===== config.mk =====
export PLATFORM = sky130hd
export DESIGN_NAME = signal_generator_one_wire
export DESIGN_NICKNAME = d
export VERILOG_FILES = /design/src/rtl/signal_generator_one_wire.sv
export SDC_FILE = /design/constraint.sdc
export NUM_CORES = 1
export LEC_CHECK = 0
export CAP_MARGIN = 10
export CORE_UTILIZATION = 50
export CTS_CLUSTER_SIZE = 40
export DETAILED_ROUTE_END_ITERATION = 8
export PLACE_DENSITY_LB_ADDON = 0.2
export SKIP_CTS_REPAIR_TIMING = 1
export SLEW_MARGIN = 10
export SYNTH_ARGS = -nofsm -noshare
export SYNTH_HDL_FRONTEND = slang
export SYNTH_SLANG_ARGS = --single-unit

===== constraint.sdc =====
create_clock -name CLK_100MHz -period 3.7 [get_ports CLK_100MHz]
set_input_delay 0.555 -clock CLK_100MHz [delete_from_list [all_inputs] [get_ports CLK_100MHz]]
set_output_delay 0.555 -clock CLK_100MHz [all_outputs]
set_load 0.01 [all_outputs]

===== src/rtl/signal_generator_one_wire.sv =====
// Framed test-pattern transmitter for the MUAFR_MISO differential link.
// Sends a fixed pattern, toggle or PRBS7 burst per frame and reports the P edge count of each frame.
module signal_generator_one_wire #(
    parameter int unsigned FRAME_LEN = 1004,
    parameter logic [7:0]  PATTERN   = 8'b00001111
) (
    input  logic        CLK_100MHz,
    input  logic        RST_N,
    input  logic        enable_generate,
    input  logic [1:0]  mode,
    input  logic [7:0]  burst_len,
    output logic        MUAFR_MISO_P,
    output logic        MUAFR_MISO_N,
    output logic        busy,
    output logic        frame_done,
    output logic [15:0] frame_cnt,
    output logic [11:0] expected_edges,
    output logic [1:0]  dbg_state_o
);

    localparam logic [10:0] FRAME_LAST = 11'(FRAME_LEN);
    localparam logic [10:0] BIT_CAP    = 11'(FRAME_LEN - 8);

    typedef enum logic [1:0] {
        S_IDLE  = 2'd0,
        S_BURST = 2'd1,
        S_GUARD = 2'd2
    } state_t;

    state_t      state_q, state_d;
    logic [10:0] cnt_q, cnt_d;
    logic [1:0]  mode_q, mode_d;
    logic [7:0]  blen_q, blen_d;
    logic [6:0]  prbs_q, prbs_d;
    logic        p_q, p_d;
    logic        n_q;
    logic [11:0] acc_q, acc_d;
    logic [11:0] exp_q, exp_d;
    logic [15:0] fcnt_q, fcnt_d;
    logic        done_q, done_d;

    logic [10:0] nbits_cur;
    logic [10:0] nbits_new;
    logic        bit_val;
    logic        p_edge;
    logic        start_frame;

    // The product fits exactly in 11 bits (255*8 = 2040), so no overflow before the cap.
    function automatic logic [10:0] nbits_of(input logic [7:0] len);
        logic [10:0] prod;
        prod = {len, 3'b000};
        return (prod < BIT_CAP) ? prod : BIT_CAP;
    endfunction

    function automatic logic [11:0] sat_inc(input logic [11:0] v);
        return (v == 12'hFFF) ? v : v + 12'd1;
    endfunction

    assign nbits_cur = nbits_of(blen_q);
    assign nbits_new = nbits_of(burst_len);

    always_comb begin
        case (mode_q)
            2'b01:   bit_val = ~p_q;
            2'b10:   bit_val = prbs_q[6];
            default: bit_val = PATTERN[3'd7 - cnt_q[2:0]];
        endcase
    end

    always_comb begin
        state_d     = state_q;
        cnt_d       = cnt_q;
        mode_d      = mode_q;
        blen_d      = blen_q;
        prbs_d      = prbs_q;
        p_d         = p_q;
        acc_d       = acc_q;
        exp_d       = exp_q;
        fcnt_d      = fcnt_q;
        done_d      = 1'b0;
        p_edge      = 1'b0;
        start_frame = 1'b0;

        case (state_q)
            S_IDLE: begin
                p_d = 1'b0;
                if (enable_generate) begin
                    start_frame = 1'b1;
                end
            end
            default: begin
                if (!enable_generate) begin
                    state_d = S_IDLE;
                    p_d     = 1'b0;
                    acc_d   = '0;
                    cnt_d   = '0;
                end else begin
                    if (state_q == S_BURST) begin
                        p_d    = bit_val;
                        prbs_d = {prbs_q[5:0], prbs_q[6] ^ prbs_q[5]};
                        if (cnt_q == nbits_cur - 11'd1) begin
                            state_d = S_GUARD;
                        end
                    end else begin
                        p_d = 1'b0;
                    end
                    p_edge = (p_d != p_q);
                    // The frame-end edge's own transition belongs to the frame being closed.
                    if (cnt_q == FRAME_LAST) begin
                        done_d      = 1'b1;
                        exp_d       = p_edge ? sat_inc(acc_q) : acc_q;
                        acc_d       = '0;
                        fcnt_d      = fcnt_q + 16'd1;
                        start_frame = 1'b1;
                    end else begin
                        cnt_d = cnt_q + 11'd1;
                        if (p_edge) begin
                            acc_d = sat_inc(acc_q);
                        end
                    end
                end
            end
        endcase

        if (start_frame) begin
            cnt_d   = '0;
            mode_d  = mode;
            blen_d  = burst_len;
            prbs_d  = 7'h7F;
            state_d = (nbits_new == 11'd0) ? S_GUARD : S_BURST;
        end
    end

    always_ff @(posedge CLK_100MHz or negedge RST_N) begin
        if (!RST_N) begin
            state_q <= S_IDLE;
            cnt_q   <= '0;
            mode_q  <= '0;
            blen_q  <= '0;
            prbs_q  <= 7'h7F;
            p_q     <= 1'b0;
            n_q     <= 1'b1;
            acc_q   <= '0;
            exp_q   <= '0;
            fcnt_q  <= '0;
            done_q  <= 1'b0;
        end else begin
            state_q <= state_d;
            cnt_q   <= cnt_d;
            mode_q  <= mode_d;
            blen_q  <= blen_d;
            prbs_q  <= prbs_d;
            p_q     <= p_d;
            n_q     <= ~p_d;
            acc_q   <= acc_d;
            exp_q   <= exp_d;
            fcnt_q  <= fcnt_d;
            done_q  <= done_d;
        end
    end

    assign MUAFR_MISO_P   = p_q;
    assign MUAFR_MISO_N   = n_q;
    assign busy           = (state_q != S_IDLE);
    assign frame_done     = done_q;
    assign frame_cnt      = fcnt_q;
    assign expected_edges = exp_q;
    assign dbg_state_o    = state_q;

endmodule


==> impl_metrics.yaml, run 1 <==
job:
  cap_violations: 0
power:
  p_comb_share_pct: 23.1
  switching_share_pct: 32.2
  internal-power_mw: 1.39
  power.density_nw_per_um2: 454
  power_switching_mw: 0.661
  p_seq_share_pct: 50.0
  ir_drop_mv: 0.289
  power_frac_clock_pct: 27.0
  leakage_nw: 1.86
yosys:
  syn-num-nets: 423
  syn_area_per_cell_um2: 9.39
  synthDistinctLibCells: 50
  yosysWarnings: 0
  synth-seq-area-share_pct: 48.4
  synthesis.area_um2: 3790
  async_reset_ff_share_pct: 100
  ys_ff_latch: 73
  ys.flop_type: "dfrtp_1"
  synth_edf_count: 0
  syn_inst: 404
clock_tree:
  clock_latency_ns: 0.36
  cts_tree: "done"
  clockBufferDepth: 2
  numCtsBuffers: 9
  clk_pin_slew_worst_paths_ns: 0.08
  clkSinkCount: 73
  cts_htree_levels: 3
  clock-root-buffer: "clkbuf_8"
floorplanning:
  die_area_um2: 7940
  die_x_um: 89.1
  core_um2: 7290
  initial_utilization_pct: 52.0
  boundaryPins: 47
  die_y_um: 89.1
  row_count: 31
drt:
  drc_errors: 0
  wl_per_cell_um: 14.4
  drtIter0Drc: 147
  vias: 3055
  routed_wl_mm: 7.98
  via_per_inst: 5.52
  antenna_left: 0
  first_pass_iters: 4
finish:
  mostFrequentLayoutCells: "dfrtp_1, nand2_1, o21ai_0"
  fin_nets: 468
  final_area_um2: 4520
  drive_above_1_share_pct: 9.47
  antennaDiodeCount: 0
  fillerInstances: 640
  syn2layout_area_growth_pct: 19.2
  layout_commonest_cell: "dfrtp_1"
timing:
  period_share_pct: 77.1
  rsz0062_at_grt: "no"
  fin_tns_setup_ns: 0
  drv_slew: 0
  fmax_ghz: 0.351
  period_needed_ns: 2.85
  hold_viol_final: 0
  slew_headroom_pct: 55.1
  worst_pin_slew_ns: 0.671
  finClkSkew_ns: 0.0153
  worst_slack_ns: 0.848
  finalSetupViolations: 0
global_route:
  grt_usage_pct: 22.3
  grt_antenna_before_repair: 0
  grt_pass1_vias: 2794
  gr-total-overflow: 0
  grt_max_degree: 49
  grt_pass1_wl_mm: 13.3
critical_path:
  reg2reg_to: "expected_edges[9]$_DFFE_PN0P_"
  crit_path_max_fanout: 10
  required_ns: 3.14
  ff2ff_setup_slack_ns: 1.15
  r2r-start: "dbg_state_o[0]$_DFFE_PN0P_"
  endpoint_kind: "output pin"
  arrival_ns: 2.30
  rr_worst_depth: 6
  critPathKind: "reg2out"
  critPathLaunchType: "flip-flop"
min_path:
  hold_class: "in2async"
status:
  status: "finished clean"
place:
  place_ws_ns: 1.03
  gp_congestion: 0.865
  dp_hpwl_mm: 5.81
  placed_area_um2: 4350
  port_buffers: 46
state kept, by name, indices dropped and copies added, names as in the netlist, 2 cells and up:
name,cells
dbg_state_o,2
expected_edges,12
acc_q,12
mode_q,2
frame_cnt,16
blen_q,8
cnt_q,11
prbs_q,7
cell usage after synthesis, types with 7 or more instances:
cell      count  share of area [%]
inv_1        10               0.99
nand2_1      52                5.1
xor2_1       14                3.2
a21oi_1      20                2.6
dfrtp_1      65                 43
nand3_1      10                1.3
dfstp_2       8                5.5
o21ai_0      47                6.2
nand4_1      11                1.8
clkbuf_1     17                1.7
nor2_1       35                3.5
mux2_2       11                3.3
o22a_1        7                1.6
and3_1        8                1.3
xnor2_1      17                3.9
power groups by stage:
stage,sequential [mW],combinational [mW],clock [mW]
after detailed placement,1.04,0.476,0
after CTS,1.03,0.479,0.570
after floorplan,0.996,0.360,0
final,1.03,0.474,0.554
after global placement,1.03,0.462,0
after global routing,1.04,0.534,0.608
worst max path at each step:
stage,start,end
after CTS,dbg_state_o[1]$_DFFE_PN0P_,busy
after floorplan,blen_q[2]$_DFFE_PN0P_,dbg_state_o[0]$_DFFE_PN0P_
final,dbg_state_o[0]$_DFFE_PN0P_,busy
after global routing,dbg_state_o[1]$_DFFE_PN0P_,busy
after detailed placement,enable_generate,expected_edges[9]$_DFFE_PN0P_
after global placement,enable_generate,frame_cnt[14]$_DFFE_PN0P_
final cells by class:
| cell class | count | area, um^2 | area share (%) |
|---|---|---|---|
| tap | 99 | 124 | 2.74 |
| sequential | 73 | 1840 | 40.6 |
| timing repair buffer | 52 | 500 | 11.1 |
| clock inverter | 5 | 31.3 | 0.692 |
| multi-input combinational | 302 | 1850 | 40.9 |
| inverter | 11 | 41.3 | 0.913 |
| clock buffer | 11 | 141 | 3.13 |
per-layer routing:
metal  track usage, %  wire, um  vias up  share of wire, %
li1                 -         -     1520                 -
met1             29.2      3650     1465                46
met2             36.7      3850       64                48
met3             5.54       389        6               4.9
met4             7.07        87        0               1.1
met5                0         0        -                 0
worst max-delay path: stages, from the launching register on:
cell	delay [ns]
dfrtp_1	0.45
nor2_1	0.45
clkinv_1	0.44
clkdlybuf4s50_1	0.61
kinds of logic after synthesis:
group                    after synthesis  synth area share [%]
flip-flops                            73                  48.4
XOR/XNOR                              31                  7.15
multiplexers                          13                  3.79
AO/OA/AOI/OAI                         99                  16.1
adder cells (fa/ha/maj)                6                  1.98
AND/OR/NAND/NOR                      153                  19.7
buffers and inverters                 29                  2.90
through the flow:
stage	util (%)	hold slack, ns	instances	total power [mW]
3_5_place_dp	59.7	0.470	537	1.52
2_1_floorplan	-	0.259	404	1.36
6_report	62.0	0.189	553	2.06
5_1_grt	62.0	0.227	553	2.19
3_3_place_gp	59.7	0.462	537	1.49
4_1_cts	62.0	0.207	553	2.07
(Power assumes the default switching activity.)
==> inputs of run 2 (changes only) <==
clock period = 2.4 ns   (was 3.7 ns; I/O delays follow)
==> impl_metrics.yaml, run 2 (synthesis gave the netlist of run 1 again) <==
clock_tree:
  cts_htree_levels: 3
  clk_pin_slew_worst_paths_ns: 0.08
  clkSinkCount: 73
  cts_tree: "done"
  clock-root-buffer: "clkbuf_8"
  numCtsBuffers: 9
  clock_latency_ns: 0.36
  clockBufferDepth: 2
timing:
  worst_hold_slack_ns: 0.0122
  period_share_pct: 97.3
  rsz0062_at_grt: "yes"
  finalSetupViolations: 0
  hold_viol_final: 0
  drv_slew: 0
  period_needed_ns: 2.34
  fmax_ghz: 0.428
  finClkSkew_ns: 0.00900
  worst_pin_slew_ns: 0.454
  slew_headroom_pct: 69.5
critical_path:
  required_ns: 2.64
  arrival_ns: 2.58
  critPathLaunchType: "flip-flop"
  endpoint_kind: "flip-flop"
  crit_path_max_incr_delay_ns: 0.54
  cp_cell_sequence: "or4_4, or3_4, o2111a_1, nor4_2, o221ai_2, a31oi_1, nor2b_1"
  crit_path_max_fanout: 3
  cp_slowest_cell: "or4_4"
  critPathKind: "reg2reg"
finish:
  largest_reg_flops: 16
  drive_above_1_share_pct: 14.5
  layout_commonest_cell: "dfrtp_1"
  mostFrequentLayoutCells: "dfrtp_1, nand2_1, o21ai_0"
  seq_area_um2: 1840
  fillerInstances: 601
  syn2layout_area_growth_pct: 25.5
  antennaDiodeCount: 0
  final_area_um2: 4760
  fin_nets: 491
  multi_input_area_um2: 1860
  finalNonFillerCells: 576
drt:
  routed_wl_mm: 8.16
  first_pass_iters: 4
  vias: 3247
  drc_errors: 0
  drtIter0Drc: 133
  wl_per_cell_um: 14.2
  via_per_inst: 5.64
  antenna_left: 0
power:
  power.density_nw_per_um2: 723
  p_seq_share_pct: 44.8
  internal-power_mw: 2.41
  switching_share_pct: 30.1
  power_switching_mw: 1.04
  ir_drop_mv: 0.529
  leakage_nw: 1.99
  power_frac_clock_pct: 30.3
  p_comb_share_pct: 24.9
global_route:
  grt_max_degree: 74
  grt_use_met3_pct: 4.52
  grt_antenna_before_repair: 0
  grt-busiest-layer: "met2"
  grt_usage_pct: 22.7
  use_met2_pct: 37.3
  grt_pass1_vias: 3006
  use_met1_pct: 29.1
  gr-total-overflow: 0
  grt_pass1_wl_mm: 13.6
place:
  gp_congestion: 0.832
  port_buffers: 46
  placed_area_um2: 4540
  place_inst: 560
  dp_hpwl_mm: 5.94
min_path:
  hold_class: "in2async"
floorplanning:
  die_x_um: 89.1
  initial_utilization_pct: 52.0
  die_y_um: 89.1
  row_count: 31
  die_area_um2: 7940
  boundaryPins: 47
  core_um2: 7290
status:
  status: "finished clean"
job:
  cap_violations: 0
==> run 2: changes by cell type in the layout (fill, tap and decap cells not counted), sizes merged <==
cell / previous run / this run
clkinv: 4 / 2
buf: 7 / 30
bufinv: 0 / 2
==> run 2: layer usage <==
metal	routed length, um	up-vias
met2	3950	81
met3	390	19
met1	3630	1563
met5	0	-
li1	-	1584
met4	190	0
==> run 2: critical path: cells and delay by family, from the launching register on <==
kind,cells,cell delay [ns]
compound gates,3,0.63
flops,1,0.38
simple gates,4,1.22
==> run 2: power by group through the flow <==
| stage | Clock (mW) | Sequential (mW) | Combinational [mW] |
|---|---|---|---|
| global route | 1.12 | 1.57 | 0.956 |
| global placement | 0 | 1.56 | 0.834 |
| detailed placement | 0 | 1.56 | 0.854 |
| finish | 1.04 | 1.54 | 0.858 |
| floorplan | 0 | 1.54 | 0.555 |
| CTS | 1.07 | 1.54 | 0.856 |
==> run 2: final timing paths <==
| kind | start | to | slack (ns) | depth (start not counted) |
|---|---|---|---|---|
| worst max register to register | blen_q[2]$_DFFE_PN0P_ | dbg_state_o[0]$_DFFE_PN0P_ | 0.06 | 7 |
| min in group CLK_100MHz | frame_cnt[15]$_DFFE_PN0P_ | frame_cnt[15]$_DFFE_PN0P_ | 0.48 | 1 |
| worst min register to register | frame_cnt[15]$_DFFE_PN0P_ | frame_cnt[15]$_DFFE_PN0P_ | 0.48 | 1 |
| max in group asynchronous | RST_N | prbs_q[0]$_DFFE_PN1P_ | 2.06 | 2 |
| worst max-delay path | blen_q[2]$_DFFE_PN0P_ | dbg_state_o[0]$_DFFE_PN0P_ | 0.06 | 7 |
| worst min-delay path | RST_N | frame_cnt[9]$_DFFE_PN0P_ | 0.01 | 2 |
==> run 2: per-stage QoR <==
step	util (%)	worst slack [ns]	TNS (ns)	total power [mW]
floorplan	-	0.0403	0	2.09
global placement	62.2	0.150	0	2.39
detailed placement	62.2	0.101	0	2.42
CTS	65.1	0.0883	0	3.46
global route	65.3	-0.0495	-0.0495	3.64
finish	65.3	0.0647	0	3.44
==> run 2: final cells by class <==
type / count / share of cell area (%)
flip-flops and latches: 73 / 38.6
multi-input cells: 302 / 39.1
inverters: 11 / 0.867
repair buffers: 75 / 14.4
clock inverters: 5 / 1.71
clock buffers: 11 / 2.76
well taps: 99 / 2.60
